$ cat src/rtl/pkt_rr_arb2_pkg.sv
// Shared definitions for the two-source round-robin packet arbiter:
// FSM state encodings, grant source codes and the default payload width.
package pkt_rr_arb2_pkg;

    localparam int DEF_DATA_W = 8;

    typedef enum logic [2:0] {
        ST_IDLE  = 3'd0,
        ST_GNT_A = 3'd1,
        ST_GNT_B = 3'd2,
        ST_DRP_A = 3'd3,
        ST_DRP_B = 3'd4
    } state_t;

    localparam logic SRC_A = 1'b0;
    localparam logic SRC_B = 1'b1;

    // True while source A holds the grant, either forwarding or dropping.
    function automatic logic owned_by_a(input state_t st);
        return (st == ST_GNT_A) || (st == ST_DRP_A);
    endfunction

endpackage

$ cat src/rtl/pkt_rr_arb2_rr_pick2.sv
// Combinational two-way round-robin picker: on a tie the source that did not
// win last time is chosen, otherwise the single requester wins.
module pkt_rr_arb2_rr_pick2
    import pkt_rr_arb2_pkg::*;
(
    input  logic [1:0] req,
    input  logic       last,
    output logic       gnt_valid,
    output logic       gnt_sel
);

    // Tie-break against the previous winner; req[0] is source A, req[1] is source B.
    always_comb begin
        gnt_valid = |req;
        if (req == 2'b11) begin
            gnt_sel = (last == SRC_A) ? SRC_B : SRC_A;
        end else if (req[1]) begin
            gnt_sel = SRC_B;
        end else begin
            gnt_sel = SRC_A;
        end
    end

endmodule

$ cat src/rtl/pkt_rr_arb2.sv
// Merges two sop/eop-framed byte streams into one, granting whole packets
// round-robin and repairing framing faults (stray, overlong, restarted packets).
module pkt_rr_arb2
    import pkt_rr_arb2_pkg::*;
#(
    parameter int DATA_W  = DEF_DATA_W,
    parameter int MAX_LEN = 256,
    parameter int CNT_W   = 16
) (
    input  logic              clk,
    input  logic              rst,
    input  logic              a_vld,
    input  logic              a_sop,
    input  logic              a_eop,
    input  logic [DATA_W-1:0] a_din,
    output logic              a_rdy,
    input  logic              b_vld,
    input  logic              b_sop,
    input  logic              b_eop,
    input  logic [DATA_W-1:0] b_din,
    output logic              b_rdy,
    output logic              dout_vld,
    output logic              dout_sop,
    output logic              dout_eop,
    output logic [DATA_W-1:0] dout,
    output logic              err,
    output logic [CNT_W-1:0]  err_cnt
);

    localparam int                BCNT_W    = $clog2(MAX_LEN + 1);
    localparam logic [BCNT_W-1:0] LAST_BEAT = BCNT_W'(MAX_LEN - 1);

    state_t              state_r;
    state_t              next_state_s;
    logic                last_grant_r;
    logic [BCNT_W-1:0]   beat_cnt_r;
    logic [1:0]          req_s;
    logic                pick_valid_s;
    logic                pick_sel_s;
    logic                own_a_s;
    logic                in_gnt_s;
    logic                src_vld_s;
    logic                src_sop_s;
    logic                src_eop_s;
    logic [DATA_W-1:0]   src_din_s;
    logic                fwd_s;
    logic                first_s;
    logic                restart_s;
    logic                overlong_s;
    logic                pkt_end_s;
    logic                err_s;

    assign req_s = {b_vld & b_sop, a_vld & a_sop};

    pkt_rr_arb2_rr_pick2 u_pick (
        .req       (req_s),
        .last      (last_grant_r),
        .gnt_valid (pick_valid_s),
        .gnt_sel   (pick_sel_s)
    );

    // Select the owning source and classify the beat being accepted from it.
    always_comb begin
        own_a_s  = owned_by_a(state_r);
        in_gnt_s = (state_r == ST_GNT_A) || (state_r == ST_GNT_B);
        if (own_a_s) begin
            src_vld_s = a_vld;
            src_sop_s = a_sop;
            src_eop_s = a_eop;
            src_din_s = a_din;
        end else begin
            src_vld_s = b_vld;
            src_sop_s = b_sop;
            src_eop_s = b_eop;
            src_din_s = b_din;
        end
        fwd_s      = in_gnt_s & src_vld_s;
        first_s    = (beat_cnt_r == {BCNT_W{1'b0}});
        // A restart wins over the length limit: the packet is already broken.
        restart_s  = fwd_s & src_sop_s & ~first_s;
        overlong_s = fwd_s & ~restart_s & ~src_eop_s & (beat_cnt_r == LAST_BEAT);
        pkt_end_s  = fwd_s & (restart_s | src_eop_s | overlong_s);
        err_s      = restart_s | overlong_s;
    end

    // Next-state logic.
    always_comb begin
        next_state_s = state_r;
        case (state_r)
            ST_IDLE: begin
                if (pick_valid_s) begin
                    next_state_s = (pick_sel_s == SRC_A) ? ST_GNT_A : ST_GNT_B;
                end else begin
                    next_state_s = ST_IDLE;
                end
            end
            ST_GNT_A, ST_GNT_B: begin
                if (overlong_s) begin
                    next_state_s = own_a_s ? ST_DRP_A : ST_DRP_B;
                end else if (pkt_end_s) begin
                    next_state_s = ST_IDLE;
                end else begin
                    next_state_s = state_r;
                end
            end
            ST_DRP_A, ST_DRP_B: begin
                if (src_vld_s & src_eop_s) begin
                    next_state_s = ST_IDLE;
                end else begin
                    next_state_s = state_r;
                end
            end
            default: next_state_s = ST_IDLE;
        endcase
    end

    // Ready outputs; in IDLE only non-sop (stray) beats are swallowed.
    always_comb begin
        case (state_r)
            ST_IDLE: begin
                a_rdy = a_vld & ~a_sop;
                b_rdy = b_vld & ~b_sop;
            end
            ST_GNT_A, ST_DRP_A: begin
                a_rdy = 1'b1;
                b_rdy = 1'b0;
            end
            ST_GNT_B, ST_DRP_B: begin
                a_rdy = 1'b0;
                b_rdy = 1'b1;
            end
            default: begin
                a_rdy = 1'b0;
                b_rdy = 1'b0;
            end
        endcase
    end

    // State register, grant history and beat position within the packet.
    always_ff @(posedge clk) begin
        if (rst) begin
            state_r      <= ST_IDLE;
            last_grant_r <= SRC_B;
            beat_cnt_r   <= {BCNT_W{1'b0}};
        end else begin
            state_r <= next_state_s;
            if ((state_r == ST_IDLE) && pick_valid_s) begin
                last_grant_r <= pick_sel_s;
            end
            if (pkt_end_s) begin
                beat_cnt_r <= {BCNT_W{1'b0}};
            end else if (fwd_s) begin
                beat_cnt_r <= beat_cnt_r + BCNT_W'(1);
            end
        end
    end

    // Merged output stage, one cycle behind acceptance, plus error counting.
    always_ff @(posedge clk) begin
        if (rst) begin
            dout_vld <= 1'b0;
            dout_sop <= 1'b0;
            dout_eop <= 1'b0;
            dout     <= {DATA_W{1'b0}};
            err      <= 1'b0;
            err_cnt  <= {CNT_W{1'b0}};
        end else begin
            dout_vld <= fwd_s;
            dout_sop <= fwd_s & first_s;
            dout_eop <= pkt_end_s;
            if (fwd_s) begin
                dout <= src_din_s;
            end
            err <= err_s;
            if (err_s && (err_cnt != {CNT_W{1'b1}})) begin
                err_cnt <= err_cnt + CNT_W'(1);
            end
        end
    end

endmodule
$ cat config.mk
export PLATFORM = sky130hd
export DESIGN_NAME = pkt_rr_arb2
export DESIGN_NICKNAME = d
export VERILOG_FILES = /design/src/rtl/pkt_rr_arb2_pkg.sv /design/src/rtl/pkt_rr_arb2_rr_pick2.sv /design/src/rtl/pkt_rr_arb2.sv
export SDC_FILE = /design/constraint.sdc
export NUM_CORES = 1
export LEC_CHECK = 0
export ABC_AREA = 1
export ABC_CLOCK_PERIOD_IN_PS = 1900
export CORE_UTILIZATION = 45
export DETAILED_ROUTE_END_ITERATION = 16
export PLACE_DENSITY = 0.79
export SETUP_SLACK_MARGIN = 0.1
export SYNTH_ARGS = -nofsm -noshare
export SYNTH_HDL_FRONTEND = slang
export SYNTH_HIERARCHICAL = 1
export SYNTH_SLANG_ARGS = --single-unit
$ cat constraint.sdc
create_clock -name clk -period 1.9 [get_ports clk]
set_input_delay 0.57 -clock clk [delete_from_list [all_inputs] [get_ports clk]]
set_output_delay 0.57 -clock clk [all_outputs]
set_load 0.01 [all_outputs]
==> flow_metrics.py <==
metrics = {
    "routing": {
        "drt_pass1_iterations": 4,
        "postRouteAntennaNets": 0,
        "drc_errors": 0,
        "wl_mm": 6.69,
        "num_vias": 2540,
        "viasPerCell": 5.31,
        "drt_iter0_drc": 165,
        "routedWlPerCell_um": 14.0,
    },
    "worst_setup_path": {
        "cp-start-kind": "flop",
        "worstSetupPathType": "reg2reg",
        "cp.required_ns": 2.10,
        "endpoint": "err_cnt[1]",
        "rr_worst_depth": 14,
        "cp_top_family": "simple AND/OR/NAND/NOR gates",
        "cp_cell_sequence": "ha_4, inv_2, nor4_4, nand2_1, nor2_1, ha_2, inv_2, nor2_4, nand3_4, nand2_8, buf_12, nand3b_1, nand2_1, nor2_1",
        "path_max_fanout": 8,
        "cp_num_buf_inv": 3,
        "end_kind": "flop",
        "reg2reg_from": "beat_cnt_r[1]",
        "reg2reg_setup_slack_ns": -0.05,
        "crit_cells": 14,
        "arrival_ns": 2.15,
        "r2r_end": "err_cnt[1]",
        "cp-startpoint": "beat_cnt_r[1]",
        "critPathSlowestCell": "dfxtp_4",
        "critPathMaxStageDelay_ns": 0.38,
    },
    "timing": {
        "fin_setup_tns_ns": -0.0998,
        "finClkSkew_ns": 0.00759,
        "rsz0062_at_grt": "true",
        "worst_slew_pin_slew_ns": 0.402,
        "setup_viol": 5,
        "relSlewSlack_pct": 73.0,
        "finalMaxSlewViolations": 0,
        "hold_violations": 0,
        "timing.fmax_ghz": 0.514,
        "worst_slack_ns": -0.0471,
        "post-route-min-period_ns": 1.95,
        "whs_ns": 0.491,
        "post-route-period-util_pct": 102,
    },
    "finish": {
        "n_antenna_cell": 0,
        "design_area_um2": 3690,
        "final_common_cell": "nand2_1",
        "post-route-util_pct": 76.7,
        "most-common-layout-cells": "61 x nand2_1, 29 x clkdlybuf4s50_1, 29 x buf_4, 26 x nor2_1",
        "fin_cells": 478,
        "layout-drive-gt1-share_pct": 36.5,
        "area_delta_synth_final_pct": 60.6,
        "nets": 439,
        "fillerInstances": 327,
    },
    "placed_design": {
        "numPortBuffers": 53,
        "dpl.cell_count": 465,
        "place_hpwl_mm": 4.31,
        "place_area_um2": 3150,
        "gp_congestion": 0.868,
    },
    "synthesis": {
        "synth_nets": 350,
        "netlist.area_leader.share_pct": 35.7,
        "synth_top_cells_by_area": "dfxtp_1 36%, nand2_1 11%, nand3_1 7.8%",
        "yosysTopAreaCell": "dfxtp_1",
        "synth-simple-area-share_pct": 34.1,
        "yosys.area_share.adder_pct": 2.18,
        "yosysSeqAreaShare_pct": 35.7,
        "synth_compound_area_share_pct": 12.0,
        "synth_cells": 322,
        "muxShareOfSynthArea_pct": 0,
        "synth-warning-count": 6,
        "synth_top_family_by_area": "simple AND/OR/NAND/NOR gates",
        "synth_xor_area_share_pct": 6.47,
        "syn_area_per_cell_um2": 7.15,
        "synthDistinctLibCells": 35,
        "syn_area_um2": 2300,
        "ys_ff_latch": 41,
    },
    "min_path": {
        "hold_class": "reg2reg",
    },
    "global_route": {
        "grt_pass1_vias": 2408,
        "antenna_found_initial": 0,
        "grt_max_degree": 21,
        "overflow": 0,
        "grt_pass1_wl_mm": 10.3,
        "grt_usage_pct": 24.5,
    },
    "clocking": {
        "clk_pin_slew_worst_paths_ns": 0.08,
        "cts_root_buf": "clkbuf_8",
        "cts_tree": "done",
        "clk_latency_ns": 0.30,
        "cts_made_buffers": 5,
        "clock_path_buffers": 2,
        "cts.sinks": 41,
        "ctsHtreeMaxLevel": 2,
        "postCtsHoldBufs": 0,
    },
    "floorplanning": {
        "ios": 54,
        "die_area_um2": 5400,
        "die_h_um": 73.5,
        "start_util_pct": 47.8,
        "core_area_um2": 4820,
        "rows": 25,
        "dieWidth_um": 73.5,
    },
    "power_and_ir_drop": {
        "power.density_nw_per_um2": 490,
        "pwr-share-seq_pct": 49.2,
        "p_leak_uw": 0.00164,
        "ir_drop_mv": 0.363,
        "combPwrFrac_pct": 17.7,
        "p_clk_share_pct": 33.1,
        "p_int_uw": 1320,
        "p_sw_share_pct": 26.9,
        "power.switching_uw": 486,
    },
    "status": {
        "violations": "setup timing",
        "outcome": "finished, violations left",
    },
    "run": {
        "cap_viol_max_count": 0,
    },
}
## power groups by stage
| stage | Sequential [µW] | Clock, µW | Combinational, µW |
|---|---|---|---|
| after floorplan | 918 | 0 | 122 |
| after global placement | 910 | 0 | 265 |
| after detailed placement | 910 | 0 | 272 |
| after CTS | 891 | 606 | 297 |
| after global routing | 892 | 646 | 347 |
| final | 890 | 598 | 320 |
## how the worst min path moves through the flow
stage | start | endpoint | slack (ns) | cells past startpoint
floorplan | last_grant_r | last_grant_r | 0.43 | 2
global placement | last_grant_r | last_grant_r | 0.45 | 2
detailed placement | last_grant_r | last_grant_r | 0.46 | 2
CTS | last_grant_r | last_grant_r | 0.48 | 2
global route | last_grant_r | last_grant_r | 0.52 | 2
finish | last_grant_r | last_grant_r | 0.49 | 2
## cell families (layout without fill, tap and decap cells)
| group | after synthesis | after routing |
|---|---|---|
| and+or+nand+nor | 160 | 161 |
| buffers and inverters | 51 | 139 |
| AOI/OAI and AO/OA | 49 | 49 |
| DFF | 41 | 41 |
| xor gates and xnor gates | 17 | 17 |
| adders and majority gates | 4 | 4 |
## timing repair
| action | CTS | global route |
|---|---|---|
| setup buffers | 3 | 2 |
| pin swaps | 27 | 11 |
| setup endpoints to repair | 55 | 38 |
| gates resized for setup | 92 | 47 |
| hold endpoints to repair | 0 | 0 |
| gates cloned | 1 | 0 |
## worst min-delay path: stages, from the launching register on
cell and delay (ns):
dfxtp_1 0.32, nand2_1 0.07, nand3_1 0.05
## routing by layer
metal | global-route usage [%] | vias up | part of all wire (%)
met3 | 6.58 | 22 | 4.7
met4 | 11.8 | 0 | 2.7
met5 | 0 | - | 0
met2 | 44.2 | 79 | 54
met1 | 26.1 | 1207 | 39
li1 | - | 1232 | -
## synth_stat cells, drive strengths merged
| cell | count |
|---|---|
| nand4 | 3 |
| ha | 4 |
| o311ai | 1 |
| or2 | 2 |
| nand3b | 1 |
| nor2 | 32 |
| dfxtp | 41 |
| clkbuf | 5 |
| o21ai | 14 |
| xnor2 | 4 |
| o31ai | 1 |
| nand2 | 73 |
| nand3 | 39 |
| a21oi | 24 |
| inv | 39 |
| a31oi | 8 |
| xor2 | 13 |
| nor3 | 6 |
| o21bai | 1 |
| nor3b | 2 |
| nor4 | 2 |
| buf | 7 |
## cell type report
cell class,count,area [µm²],share of cell area [%]
inverter,39,156,4.23
sequential,41,846,22.9
clock buffer,6,82.6,2.24
multi-input combinational,231,1640,44.4
clock inverter,1,7.51,0.203
timing repair buffer,93,878,23.8
tap,67,83.8,2.27
## metrics by stage
stage / power [µW] / setup WS [ns]
floorplan: 1040 / 0.111
global placement: 1170 / -0.595
detailed placement: 1180 / -0.614
CTS: 1790 / -0.0477
global route: 1880 / -0.191
finish: 1810 / -0.0471
## flip-flops by register name, indices dropped and copies added (netlist names)
| register | count |
|---|---|
| beat_cnt_r | 9 |
| dout | 8 |
| dout_eop | 1 |
| dout_sop | 1 |
| dout_vld | 1 |
| err | 1 |
| err_cnt | 16 |
| last_grant_r | 1 |
| state_r | 3 |
(Power assumes the default switching activity.)
